===== src/rtl/system_types_pkg.sv =====
// rtl/system_types_pkg.sv - shared widths, PTE layout and page-table-walker types
package system_types_pkg;

    localparam int VPN_WIDTH    = 20;
    localparam int PPN_WIDTH    = 22;
    localparam int PA_WIDTH     = 34;
    localparam int PTE_SIZE     = 4;
    localparam int LOG_PTE_SIZE = 2;

    localparam logic PTW_REQUESTER_ITLB = 1'b0;
    localparam logic PTW_REQUESTER_DTLB = 1'b1;

    typedef struct packed {
        logic [11:0] ppn1;
        logic [9:0]  ppn0;
        logic [1:0]  rsw;
        logic        d;
        logic        a;
        logic        g;
        logic        u;
        logic        x;
        logic        w;
        logic        r;
        logic        v;
    } pte_t;

    typedef enum logic [2:0] {
        IDLE,
        L1_REQ,
        L1_WAIT,
        L0_REQ,
        L0_WAIT,
        RESP,
        DRAIN
    } ptw_state_t;

endpackage


===== src/rtl/sv32_pte_checker.sv =====
// rtl/sv32_pte_checker.sv - combinational Sv32 PTE validity/leaf classification
module sv32_pte_checker
    import system_types_pkg::*;
(
    input  pte_t pte,
    input  logic level,
    output logic fault,
    output logic leaf,
    output logic superpage
);

    logic invalid;
    logic is_leaf;
    logic misaligned;
    logic unused_bits;

    assign unused_bits = ^{pte.ppn1, pte.rsw, pte.d, pte.g, pte.u};

    always_comb begin
        invalid    = !pte.v || (pte.w && !pte.r);
        is_leaf    = pte.r || pte.x;
        // A level-1 leaf must map a 4MB-aligned frame, so its low PPN must be zero.
        misaligned = level && (pte.ppn0 != '0);
        fault      = invalid
                   || (is_leaf && (!pte.a || misaligned))
                   || (!level && !is_leaf);
        leaf       = is_leaf && !invalid;
        superpage  = level && leaf && !fault;
    end

endmodule


===== src/rtl/sv32_ptw.sv =====
// rtl/sv32_ptw.sv - Sv32 two-level page table walker shared by ITLB and DTLB
module sv32_ptw
    import system_types_pkg::*;
(
    input  logic                 CLK,
    input  logic                 nRST,
    input  logic [PPN_WIDTH-1:0] satp_PPN,
    input  logic                 flush_valid,
    input  logic                 itlb_req_valid,
    input  logic [VPN_WIDTH-1:0] itlb_req_VPN,
    output logic                 itlb_req_ready,
    input  logic                 dtlb_req_valid,
    input  logic [VPN_WIDTH-1:0] dtlb_req_VPN,
    output logic                 dtlb_req_ready,
    output logic                 mem_req_valid,
    output logic [PA_WIDTH-1:0]  mem_req_PA,
    input  logic                 mem_req_ready,
    input  logic                 mem_resp_valid,
    input  pte_t                 mem_resp_pte,
    output logic                 resp_valid,
    output logic                 resp_requester,
    output logic [VPN_WIDTH-1:0] resp_VPN,
    output pte_t                 resp_pte,
    output logic                 resp_superpage,
    output logic                 resp_page_fault
);

    ptw_state_t           state;
    ptw_state_t           next_state;
    logic                 req_q;
    logic [VPN_WIDTH-1:0] vpn_q;
    logic [PPN_WIDTH-1:0] root_q;
    pte_t                 pte_q;
    logic                 sp_q;
    logic                 fault_q;
    logic                 rr_last;

    logic                 grant_any;
    logic                 grant_sel;
    logic                 chk_level;
    logic                 chk_fault;
    logic                 chk_leaf;
    logic                 chk_sp;

    assign chk_level = (state == L1_WAIT);

    sv32_pte_checker u_checker (
        .pte       (mem_resp_pte),
        .level     (chk_level),
        .fault     (chk_fault),
        .leaf      (chk_leaf),
        .superpage (chk_sp)
    );

    // Round-robin: on a tie the requester not served last wins.
    always_comb begin
        grant_sel = dtlb_req_valid ? PTW_REQUESTER_DTLB : PTW_REQUESTER_ITLB;
        if (itlb_req_valid && dtlb_req_valid) begin
            grant_sel = ~rr_last;
        end
        grant_any      = (state == IDLE) && !flush_valid && (itlb_req_valid || dtlb_req_valid);
        itlb_req_ready = grant_any && (grant_sel == PTW_REQUESTER_ITLB);
        dtlb_req_ready = grant_any && (grant_sel == PTW_REQUESTER_DTLB);
    end

    always_comb begin
        mem_req_valid = 1'b0;
        mem_req_PA    = '0;
        if (state == L1_REQ) begin
            mem_req_valid = 1'b1;
            mem_req_PA    = {root_q, vpn_q[19:10], {LOG_PTE_SIZE{1'b0}}};
        end else if (state == L0_REQ) begin
            mem_req_valid = 1'b1;
            mem_req_PA    = {pte_q.ppn1, pte_q.ppn0, vpn_q[9:0], {LOG_PTE_SIZE{1'b0}}};
        end
    end

    always_comb begin
        resp_valid      = (state == RESP) && !flush_valid;
        resp_requester  = resp_valid ? req_q : 1'b0;
        resp_VPN        = resp_valid ? vpn_q : '0;
        resp_pte        = resp_valid ? pte_q : '0;
        resp_superpage  = resp_valid ? sp_q : 1'b0;
        resp_page_fault = resp_valid ? fault_q : 1'b0;
    end

    always_comb begin
        next_state = state;
        case (state)
            IDLE: begin
                if (grant_any) next_state = L1_REQ;
            end
            L1_REQ, L0_REQ: begin
                // A request already handed to memory must have its data drained.
                if (mem_req_ready) begin
                    if (flush_valid)          next_state = DRAIN;
                    else if (state == L1_REQ) next_state = L1_WAIT;
                    else                      next_state = L0_WAIT;
                end else if (flush_valid) begin
                    next_state = IDLE;
                end
            end
            L1_WAIT, L0_WAIT: begin
                if (mem_resp_valid) begin
                    if (flush_valid)                next_state = IDLE;
                    else if (chk_fault || chk_leaf) next_state = RESP;
                    else                            next_state = L0_REQ;
                end else if (flush_valid) begin
                    next_state = DRAIN;
                end
            end
            RESP: begin
                next_state = IDLE;
            end
            DRAIN: begin
                if (mem_resp_valid) next_state = IDLE;
            end
            default: begin
                next_state = IDLE;
            end
        endcase
    end

    always_ff @(posedge CLK) begin
        if (!nRST) begin
            state   <= IDLE;
            req_q   <= PTW_REQUESTER_ITLB;
            vpn_q   <= '0;
            root_q  <= '0;
            pte_q   <= '0;
            sp_q    <= 1'b0;
            fault_q <= 1'b0;
            rr_last <= PTW_REQUESTER_DTLB;
        end else begin
            state <= next_state;
            if ((state == IDLE) && grant_any) begin
                req_q  <= grant_sel;
                vpn_q  <= (grant_sel == PTW_REQUESTER_DTLB) ? dtlb_req_VPN : itlb_req_VPN;
                root_q <= satp_PPN;
            end
            if (((state == L1_WAIT) || (state == L0_WAIT)) && mem_resp_valid) begin
                pte_q   <= mem_resp_pte;
                sp_q    <= chk_sp;
                fault_q <= chk_fault;
            end
            if (state == RESP) begin
                rr_last <= req_q;
            end
        end
    end

endmodule

===== config.mk =====
export PLATFORM = sky130hd
export DESIGN_NAME = sv32_ptw
export DESIGN_NICKNAME = d
export VERILOG_FILES = /design/src/rtl/system_types_pkg.sv /design/src/rtl/sv32_pte_checker.sv /design/src/rtl/sv32_ptw.sv
export SDC_FILE = /design/constraint.sdc
export NUM_CORES = 1
export LEC_CHECK = 0
export BUFFER_PORTS_ARGS = -buffer_cell sky130_fd_sc_hd__buf_2
export CAP_MARGIN = 20
export CORE_MARGIN = 8
export CORE_UTILIZATION = 48
export CTS_CLUSTER_SIZE = 10
export DETAILED_ROUTE_END_ITERATION = 10
export HOLD_SLACK_MARGIN = 0.05
export PLACE_DENSITY = 0.82
export SLEW_MARGIN = 20
export SYNTH_ARGS = -nofsm -noshare
export SYNTH_HDL_FRONTEND = slang
export SYNTH_HIERARCHICAL = 1
export SYNTH_SLANG_ARGS = --single-unit

===== constraint.sdc =====
create_clock -name CLK -period 2.41 [get_ports CLK]
set_input_delay 0.482 -clock CLK [delete_from_list [all_inputs] [get_ports CLK]]
set_output_delay 0.482 -clock CLK [all_outputs]
set_load 0.05 [all_outputs]

==> results.sh <==
export IMPL_finalHoldWorstSlack_ps=355
export IMPL_detailed_place_area_um2=5450
export IMPL_endpoints_failing_setup=0
export IMPL_synth_enable_flop_cells=0
export IMPL_synth_compound_area_share_pct=18.5
export IMPL_startpoint_type="flip-flop"
export IMPL_antenna_found_initial=0
export IMPL_finalCritPeriodShare_pct=93.5
export IMPL_cts_hold_buffers_added=0
export IMPL_cap_viol_max_count=0
export IMPL_yosys_area_share_adder_pct=0
export IMPL_clk_pin_slew_worst_paths_ps=90
export IMPL_power_combinational_fraction_pct=41.8
export IMPL_fin_nets=810
export IMPL_dpl_hpwl_mm=10.3
export IMPL_routed_via_density=5.27
export IMPL_worstPathMaxFanout=14
export IMPL_status="finished clean"
export IMPL_synth_area_top_cells="sky130_fd_sc_hd__dfxtp_1 37%, sky130_fd_sc_hd__mux2i_1 12%, sky130_fd_sc_hd__nand2_1 12%"
export IMPL_clkLatencyLatePin_ps=350
export IMPL_vias_in_the_first_global_route=4473
export IMPL_post_route_drc_violation_count=0
export IMPL_simple_gate_fraction_of_synth_area_pct=27.1
export IMPL_worst_endpoint_arrival_ps=1770
export IMPL_grt_pass1_wl_mm=21.6
export IMPL_grt_total_usage_pct=20.8
export IMPL_drt_wl_total_mm=13.5
export IMPL_power_switching_fraction_pct=41.8
export IMPL_largest_family_of_logic_cells_by_synthesized_area="simple AND/OR/NAND/NOR gates"
export IMPL_switching_power_uw=2140
export IMPL_nFillCells=772
export IMPL_static_leak_uw=0.00275
export IMPL_layout_min_cycle_time_ps=2250
export IMPL_syn_area_per_cell_um2=8.17
export IMPL_fp_row_count=35
export IMPL_cts_htree_levels=3
export IMPL_cell_internal_pwr_uw=2990
export IMPL_hold_viol=0
export IMPL_vias=4350
export IMPL_synth_seq_area_share_pct=37.1
export IMPL_critical_path_launch_point="state[2]"
export IMPL_layout_cells_most_common="sky130_fd_sc_hd__buf_2"
export IMPL_final_cell_area_um2=5660
export IMPL_place_congestion=0.870
export IMPL_final_setup_skew_ps=9.54
export IMPL_finalWorstSetupSlack_ps=156
export IMPL_hp_class="input pin to flip-flop"
export IMPL_grt_overflow=0
export IMPL_worst_pin_slew_ps=614
export IMPL_postRouteAntennaNets=0
export IMPL_synth_flop_cell="sky130_fd_sc_hd__dfxtp_1"
export IMPL_number_of_search_and_repair_iterations_in_the_first_detailed_routing_pass=4
export IMPL_cts_tree="done"
export IMPL_clk_root_buffer_cell="sky130_fd_sc_hd__clkbuf_8"
export IMPL_cp_required_ps=1930
export IMPL_die_x_um=111
export IMPL_worst_r2r_path_depth=6
export IMPL_end_kind="output port"
export IMPL_die_height_um=111
export IMPL_synth_ff_latch_count=81
export IMPL_share_of_cell_area_taken_by_muxes_after_synthesis_pct=12.1
export IMPL_maxClockFrequency_mhz=444
export IMPL_detailedPlace_worstSlack_ps=107
export IMPL_netlist_cell_type_count=43
export IMPL_peakVddDrop_v=0.000403
export IMPL_grt_start_max_net_pins=64
export IMPL_synth_area_um2=4370
export IMPL_most_common_layout_cells="190 x sky130_fd_sc_hd__buf_2, 135 x sky130_fd_sc_hd__nand2_1, 80 x sky130_fd_sc_hd__dfxtp_1, 56 x sky130_fd_sc_hd__a21boi_1, 55 x sky130_fd_sc_hd__and2_1"
export IMPL_synth_cells=535
export IMPL_initial_utilization_pct=48.5
export IMPL_rsz0062_at_grt="false"
export IMPL_xor_and_xnor_area_share_after_synthesis_pct=0
export IMPL_timing_rr_start="state[1]"
export IMPL_power_density_cell_area_nw_per_um2=906
export IMPL_insertedDiodeCount=0
export IMPL_reg2reg_setup_slack_ps=470
export IMPL_core_um2=9020
export IMPL_io_buffer_count=191
export IMPL_cts_buffers_inserted=9
export IMPL_worst_setup_path_type="flip-flop to output port"
export IMPL_final_max_slew_viols=0
export IMPL_post_drt_wl_per_cell_um=16.3
export IMPL_timing_critical_path_to="mem_req_PA[33]"
export IMPL_synth_area_leader_cell="sky130_fd_sc_hd__dfxtp_1"
export IMPL_clockPowerShare_pct=20.8
export IMPL_synth_top_area_share_pct=37.1
export IMPL_p_seq_share_pct=37.4
export IMPL_pin_count=194
export IMPL_final_layout_size_suffix_gt1_share_pct=32.9
export IMPL_dieArea_um2=12400
export IMPL_yosys_warnings=6
export IMPL_buffer_depth_of_the_longest_clock_path=2
export IMPL_drt_iter0_markers=242
export IMPL_critical_path_reg2reg_endpoint="pte_q[15]"
export IMPL_tightest_slew_margin_relative_to_the_limit_pct=59.1
export IMPL_setup_tns_ps=0
export IMPL_area_growth_pct=29.5
export IMPL_clock_sinks=81
export IMPL_synth_async_reset_ratio_pct=0
-- worst min path at each step --
stage,from,to,slack (ps),cells after the start
2_1_floorplan,fault_q,fault_q,430,2
6_report,satp_PPN[16],root_q[16],350,3
3_3_place_gp,pte_q[5],pte_q[5],440,2
3_5_place_dp,pte_q[7],pte_q[7],440,2
4_1_cts,satp_PPN[15],root_q[15],340,3
5_1_grt,mem_resp_pte[8],pte_q[8],340,3
-- timing repair --
action | 4_1_cts | 5_1_grt
setup endpoints to repair | 0 | 1
resized for setup | 0 | 1
setup buffers | 0 | 0
-- cells in the mapped netlist, drive strengths merged (2+ instances only) --
library cell / count
nand2: 135
dfxtp: 81
a21boi: 58
and2: 55
mux2i: 53
nor2: 38
buf: 25
clkbuf: 21
o211a: 20
nand2b: 6
a21oi: 3
nor3: 3
nor4: 3
nor4b: 3
o21a: 3
o21ai: 3
inv: 2
nor2b: 2
nor3b: 2
o21bai: 2
o31ai: 2
or4: 2
-- per-layer routing --
layer,up-vias,GRT usage [%],wire length (um)
met1,2009,22.0,5340
li1,2129,-,-
met4,0,8.09,380
met5,-,0,0
met3,25,8.44,1300
met2,187,36.0,6450
-- sequential cells by signal, summed over array words and instances (netlist names) --
register  cells
fault_q       1
pte_q        32
req_q         1
root_q       22
rr_last       1
sp_q          1
state         3
vpn_q        20
-- worst max-delay path, cell delays in order, from the launching register on --
cell and delay [ps]:
sky130_fd_sc_hd__dfxtp_1 320, sky130_fd_sc_hd__buf_4 180, sky130_fd_sc_hd__nand2b_1 240, sky130_fd_sc_hd__buf_4 230, sky130_fd_sc_hd__nor2_1 160, sky130_fd_sc_hd__buf_2 290
-- metrics by stage --
stage | instances | total power (uW) | util [%]
2_1_floorplan | 536 | 3490 | -
3_3_place_gp | 809 | 4020 | 60.4
3_5_place_dp | 809 | 4090 | 60.4
4_1_cts | 825 | 5170 | 62.7
5_1_grt | 825 | 5460 | 62.8
6_report | 825 | 5130 | 62.8
-- area by class of cell --
| class | instances | area, um2 | share of cell area, % |
|---|---|---|---|
| Clock inverter | 6 | 72.6 | 1.28 |
| Tap cell | 111 | 139 | 2.45 |
| Multi-Input combinational cell | 407 | 2560 | 45.1 |
| Clock buffer | 10 | 138 | 2.43 |
| Timing Repair Buffer | 208 | 1120 | 19.8 |
| Sequential cell | 81 | 1630 | 28.7 |
| Inverter | 2 | 7.51 | 0.133 |
-- power groups by stage --
stage               combinational, uW  clock, uW  sequential [uW]
floorplan                        1670          0             1820
global placement                 2100          0             1920
detailed placement               2160          0             1940
CTS                              2160       1100             1910
global route                     2350       1150             1950
finish                           2140       1070             1920
-- cells by family (layout without fill, tap and decap cells) --
logic type,Yosys count,after routing
AOI/OAI and AO/OA,101,101
and+or+nand+nor,251,251
other,1,2
buffers and inverters,48,226
muxes,53,53
DFF,81,81
No activity file was read; power rests on OpenSTA's default activity.
